File: src/rtl/ear_adc.sv
// Tape "ear" input path: first-order sigma-delta feedback loop around an external
// RC + comparator, window decimation to 8-bit samples, and a hysteresis/vote ear level.
module ear_adc #(
  parameter int unsigned LOG2W = 8,
  parameter logic [7:0]  HI    = 8'hA0,
  parameter logic [7:0]  LO    = 8'h60,
  parameter int unsigned FILT  = 2
) (
  input  logic       clock,
  input  logic       reset,
  input  logic       cmp,
  output logic       fb,
  output logic [7:0] sample,
  output logic       strobe,
  output logic       ear
);

  localparam logic [LOG2W-1:0] WIN_LAST = {LOG2W{1'b1}};
  localparam logic [LOG2W-1:0] WIN_ONE  = {{(LOG2W-1){1'b0}}, 1'b1};
  localparam logic [2:0]       FILT_C   = 3'(FILT);

  logic             s1_r;
  logic             s2_r;
  logic             fb_r;
  logic [LOG2W-1:0] win_r;
  logic [LOG2W:0]   acc_r;
  logic [7:0]       sample_r;
  logic             strobe_r;
  logic             ear_r;
  logic [2:0]       vcnt_r;

  logic             last_s;
  logic [LOG2W:0]   total_s;
  logic [8:0]       top_s;
  logic [7:0]       sample_next_s;
  logic             vote_valid_s;
  logic             vote_level_s;
  logic [2:0]       vcnt_inc_s;

  // Only a window of all ones reaches 256 after scaling, so clamping the
  // scaled value equals taking the top bits of the clamped total.
  function automatic logic [7:0] clamp8(input logic [8:0] v);
    if (v[8]) begin
      clamp8 = 8'hFF;
    end else begin
      clamp8 = v[7:0];
    end
  endfunction

  // Window-end detection and end-of-window sample arithmetic
  always_comb begin
    last_s        = (win_r == WIN_LAST);
    total_s       = acc_r + {{LOG2W{1'b0}}, fb_r};
    top_s         = 9'(total_s >> (LOG2W - 8));
    sample_next_s = clamp8(top_s);
  end

  // Classify the current sample against the hysteresis thresholds
  always_comb begin
    vote_valid_s = 1'b0;
    vote_level_s = 1'b0;
    vcnt_inc_s   = vcnt_r + 3'd1;
    if (sample_r >= HI) begin
      vote_valid_s = 1'b1;
      vote_level_s = 1'b1;
    end else if (sample_r <= LO) begin
      vote_valid_s = 1'b1;
      vote_level_s = 1'b0;
    end else begin
      vote_valid_s = 1'b0;
      vote_level_s = 1'b0;
    end
  end

  // Two-flop comparator synchronizer feeding the registered feedback bit
  always_ff @(posedge clock or negedge reset) begin
    if (!reset) begin
      s1_r <= 1'b0;
      s2_r <= 1'b0;
      fb_r <= 1'b0;
    end else begin
      s1_r <= cmp;
      s2_r <= s1_r;
      fb_r <= s2_r;
    end
  end

  // Window counter, accumulator and decimated sample register
  always_ff @(posedge clock or negedge reset) begin
    if (!reset) begin
      win_r    <= {LOG2W{1'b0}};
      acc_r    <= {(LOG2W+1){1'b0}};
      sample_r <= 8'h00;
      strobe_r <= 1'b0;
    end else begin
      win_r <= win_r + WIN_ONE;
      if (last_s) begin
        acc_r    <= {(LOG2W+1){1'b0}};
        sample_r <= sample_next_s;
        strobe_r <= 1'b1;
      end else begin
        acc_r    <= total_s;
        strobe_r <= 1'b0;
      end
    end
  end

  // Consecutive-vote filter; evaluated once per new sample
  always_ff @(posedge clock or negedge reset) begin
    if (!reset) begin
      ear_r  <= 1'b0;
      vcnt_r <= 3'd0;
    end else if (strobe_r) begin
      if (vote_valid_s && (vote_level_s != ear_r)) begin
        if (vcnt_inc_s >= FILT_C) begin
          ear_r  <= vote_level_s;
          vcnt_r <= 3'd0;
        end else begin
          vcnt_r <= vcnt_inc_s;
        end
      end else begin
        vcnt_r <= 3'd0;
      end
    end else begin
      vcnt_r <= vcnt_r;
    end
  end

  assign fb     = fb_r;
  assign sample = sample_r;
  assign strobe = strobe_r;
  assign ear    = ear_r;

endmodule

File: config.mk
export PLATFORM = sky130hd
export DESIGN_NAME = ear_adc
export DESIGN_NICKNAME = d
export VERILOG_FILES = /design/src/rtl/ear_adc.sv
export SDC_FILE = /design/constraint.sdc
export NUM_CORES = 1
export LEC_CHECK = 0
export ABC_AREA = 1
export BUFFER_PORTS_ARGS = -buffer_cell sky130_fd_sc_hd__buf_2
export CAP_MARGIN = 25
export CORE_MARGIN = 2
export CORE_UTILIZATION = 51
export CTS_BUF_LIST = sky130_fd_sc_hd__clkbuf_8 sky130_fd_sc_hd__clkbuf_16
export DETAILED_ROUTE_END_ITERATION = 7
export PLACE_DENSITY = 0.73
export REMOVE_ABC_BUFFERS = 1
export SYNTH_ARGS = -nofsm -noshare
export SYNTH_HDL_FRONTEND = slang
export SYNTH_SLANG_ARGS = --single-unit
File: constraint.sdc
create_clock -name clock -period 1.4 [get_ports clock]
set_input_delay 0.42 -clock clock [delete_from_list [all_inputs] [get_ports clock]]
set_output_delay 0.42 -clock clock [all_outputs]
set_load 0.005 [all_outputs]
==> results.md <==
Run status:
- The run finished, with violations left.
- The final reports fail on setup timing.

Detailed routing:
- The DRC violation total after the first TritonRoute iteration is 40.
- The detailed-route vias per instance is 5.005.
- The first detailed-routing pass ran for 4 iterations.
- In this run the remaining antenna-violating nets after routing total 0.
- Across all layers, the routed design uses 1091 vias.
- The total routed wirelength is 2.667 mm.
- The detail-routed net length per standard cell is 12.23 µm.
- The detailed-route DRC error count is 0.

Pwr:
- Dividing total power by cell area gives a power density of between 1000 and 1500 nW/µm².
- The clock network burns 36.2% of the power.
- Combinational logic burns 17.1% of the power.
- The internal power consumption is 0.001826 W.
- The power share of the sequential group is 46.7%.
- The worst-case IR drop observed on VDD is between 1 and 1.5 mV.
- Net switching is a little over a quarter of the power.
- Summed over all cells, the static leakage comes to 0.9500 nW.
- For this design the total switching power over the nets is 0.0006811 W.

Timing:
- Final hold analysis gives a worst-case slack of 0.03341 ns.
- Setup violations remaining at the end of the flow were counted as 10.
- Counting I/O delays and the setup requirement, the final critical path takes around 1.5 ns.
- The post-route worst setup slack is -0.07000 ns.
- The final-report hold violation count is 0.
- The slew at the pin closest to its max-slew limit is 0.3569 ns.
- The worst setup skew after layout is about 0.0073 ns.
- The relative max-transition margin is 76.21%.
- Setup repair after global routing could not meet its margin everywhere.
- Derived from the worst setup path, the maximum achievable clock frequency is 0.6803 GHz.
- The number of slew-limit violations in the final report is 0.
- The final period utilization is 105.0%.

Finish:
- The final-stage net count is between 150 and 200.
- The antenna diode instance count is 0.
- The layout-stage area growth over the synthesis result is 28.03%.
- In the final layout, the share of cells above drive strength 1 is 27.81%.
- The final design instance area without fill is between 1500 and 2000 µm².
- For this run, the share of the core covered by cells in the final layout is 68.56%.

Placed design:
- The area of placed instances is 1637 µm².
- Routability-driven placement finished with a final weighted congestion of 0.8139.
- Summed over all nets, the half-perimeter wirelength after detailed placement is 1.825 mm.
- The count of input and output buffers is 13.

Yosys:
- After technology mapping, the gate count stands at 157.
- After synthesis, the largest family of logic cells by area is simple AND/OR/NAND/NOR gates.
- The area fraction in and, or, nand and nor cells after synthesis is 24.44%.
- The xor-xnor portion of the synthesized cell area is 5.983%.
- The Yosys step of the flow raised 0 warnings.
- The netlist uses 20 different library cells.
- The fraction of synthesized area in multiplexers is 0%.
- By area the synthesized netlist is led by dfrtp_1 (56%), nor2_1 (9.7%), inv_1 (5.9%), nand2_1 (5.9%), ha_1 (4.3%).
- The synthesized netlist devotes 2.222% of its cell area to compound gates.
- The combined area of all synthesized cells is 1464 µm².
- The cell type with the largest total area after synthesis is dfrtp_1.
- The flip-flop and latch count after synthesis is 33.
- After synthesis, the largest area contributor takes up 56.41% of total cell area.
- The proportion of synthesized chip area in sequential cells is between 50% and 60%.
- The mean instance size in the synthesized netlist is 9.324 µm².
- After Yosys synthesis, full adders, half adders and majority gates account for around 4.3% of the synthesized area.

Clocking:
- The number of sinks on the clock net is 33.
- The CTS clock-pin slew for the worst setup and hold paths is around 0.070 ns.
- The largest buffer count on any clock path is 2.
- The cell at the root of the clock tree is clkbuf_8.
- The CTS H-tree depth is 2.
- The TritonCTS clock tree is done.
- The source-to-sink clock delay at the later pin of the worst-skew pair is 0.28 ns.
- The number of clock buffers inserted by TritonCTS is 5.
- The quantity of hold-fixing buffers added after cts is 0.

Setup path:
- STA classifies the critical path startpoint as a register.
- Data arrives at the worst endpoint at 1.65 ns.
- The critical path goes through ha_4 > ha_4 > nand3_4 > nor2_4 > nand2_2 > nand2_4 > nand3_4 > nor2_2 > nor2_1.
- The sort of element at the end of the critical path is a register.
- Of all nets on the critical path, the largest fanout is 8.
- The cell class contributing the biggest share of worst-path delay is simple AND/OR/NAND/NOR gates.
- For this design, the slowest cell found on the critical path is dfrtp_1.
- The critical path in this run is classified as register to register.
- The critical path buffer and inverter count is 0.
- The largest single stage delay on the critical path is 0.39 ns.
- Data on the critical path is required at its endpoint by approximately 1.6 ns.

Floorplan:
- Once the floorplan was initialized, standard cells occupied 53.55% of the core.
- The floorplan row count is 19.
- The core box area is 2734 µm².
- Measured along the y axis, the die boundary spans 57.58 µm.
- The floorplan step set the die width to 57.58 µm.
- The count of pins on the block boundary is 14.
- The die footprint is 3315 µm².

GRT:
- The first global-routing pass estimated roughly 4.5 mm of wire.
- In the global route stage, overall resource usage came out at between 10% and 20%.
- The number of global-route vias before repair was 1052.
- The number of antenna violations at the first check in global routing is 0.
- The total overflow left after global routing is 0.
- Entering global routing, the biggest net connects 20 pins.

Hold path:
- The path class of the tightest hold or removal check is input pin to asynchronous set/reset pin.

Flow run:
- The number of maximum-capacitance violations is 0.
-- cell usage after synthesis --
library cell   n
xnor2_1        5
ha_1           5
nand2_1       23
o21ai_0        2
nand3_4        1
buf_6          1
a21oi_1        3
nor2_1        38
nand3_2        1
xor2_1         5
or2_2          1
o21a_1         1
nor3_4         1
nand3b_1       1
nand2_2        1
nand3_1        8
nor2_2         1
inv_1         23
nand4_1        3
dfrtp_1       33
-- kinds of logic after synthesis --
| group | count (synthesis) |
|---|---|
| adder cells (fa/ha/maj) | 5 |
| flip-flops | 33 |
| XOR/XNOR | 10 |
| buffers and inverters | 24 |
| AND/OR/NAND/NOR | 79 |
| AO/OA/AOI/OAI | 6 |
-- flip-flops by register name, indices dropped and copies added (netlist names), 3 cells and up --
| signal | count |
|---|---|
| sample | 8 |
| win_r | 8 |
| vcnt_r | 3 |
| acc_r | 9 |
-- power groups by stage --
stage                     clock network, W  registers [W]  logic, W
final                             0.000906        0.00117  0.000429
after global routing              0.000962        0.00118  0.000511
after CTS                         0.000929        0.00116  0.000397
after detailed placement                 0        0.00115  0.000318
after global placement                   0        0.00114  0.000315
after floorplan                          0        0.00113  0.000225
-- cells in the final DEF (no fill, tap or decap), drive strengths merged --
cell type  count
xor2           5
ha             5
a21oi          3
inv           24
nor3           1
nor2          39
o21ai          2
nand3         10
dfrtp         33
nand3b         1
buf           23
clkbuf         6
o21a           1
nand4          3
or2            1
xnor2          5
nand2         24
bufinv         1
-- metrics by stage --
step                TNS, ns  total power [W]  worst slack [ns]  std cells
finish              -0.4443         0.002507          -0.07000        218
global route         -1.589         0.002653           -0.1703        218
CTS                 -0.4774         0.002490          -0.06623        218
detailed placement   -1.193         0.001464           -0.1928        209
global placement    -0.6413         0.001458          -0.09171        209
floorplan            -1.190         0.001351           -0.1572        156
-- final cells by class --
class | count | area, µm²
Fill cell | 216 | 859.6
Clock inverter | 2 | 33.78
Timing Repair Buffer | 23 | 162.7
Clock buffer | 6 | 82.58
Inverter | 23 | 86.33
Tap cell | 31 | 38.79
Sequential cell | 33 | 825.8
Multi-Input combinational cell | 100 | 644.4
-- metal layers --
metal | GRT usage, % | vias to the layer above | wire length [µm]
li1 | - | 538 | -
met1 | 22.31 | 517 | 1162
met3 | 7.256 | 9 | 151
met4 | 6.977 | 0 | 74
met2 | 29.71 | 27 | 1279
met5 | 0 | - | 0
-- what timing repair did --
item | 4_1_cts | 5_1_grt
buffers inserted | 1 | 2
resized for setup | 17 | 9
gates cloned | 0 | 0
endpoints found under the setup margin | 12 | 18
endpoints found under the hold margin | 0 | 0
pin swaps | 9 | 1
-- worst paths after layout --
check / cells after the start / startpoint / slack, ns / endpoint
min: 1 / reset / 0.03 / ear
min in group clock: 1 / cmp / 0.24 / s1_r
max: 9 / fb / -0.07 / sample[2]
max in group asynchronous: 2 / reset / 0.95 / acc_r[0]
max reg2reg: 9 / fb / -0.07 / sample[2]
min reg2reg: 0 / s2_r / 0.36 / fb
Note: power is estimated with default switching activity, not from simulation.
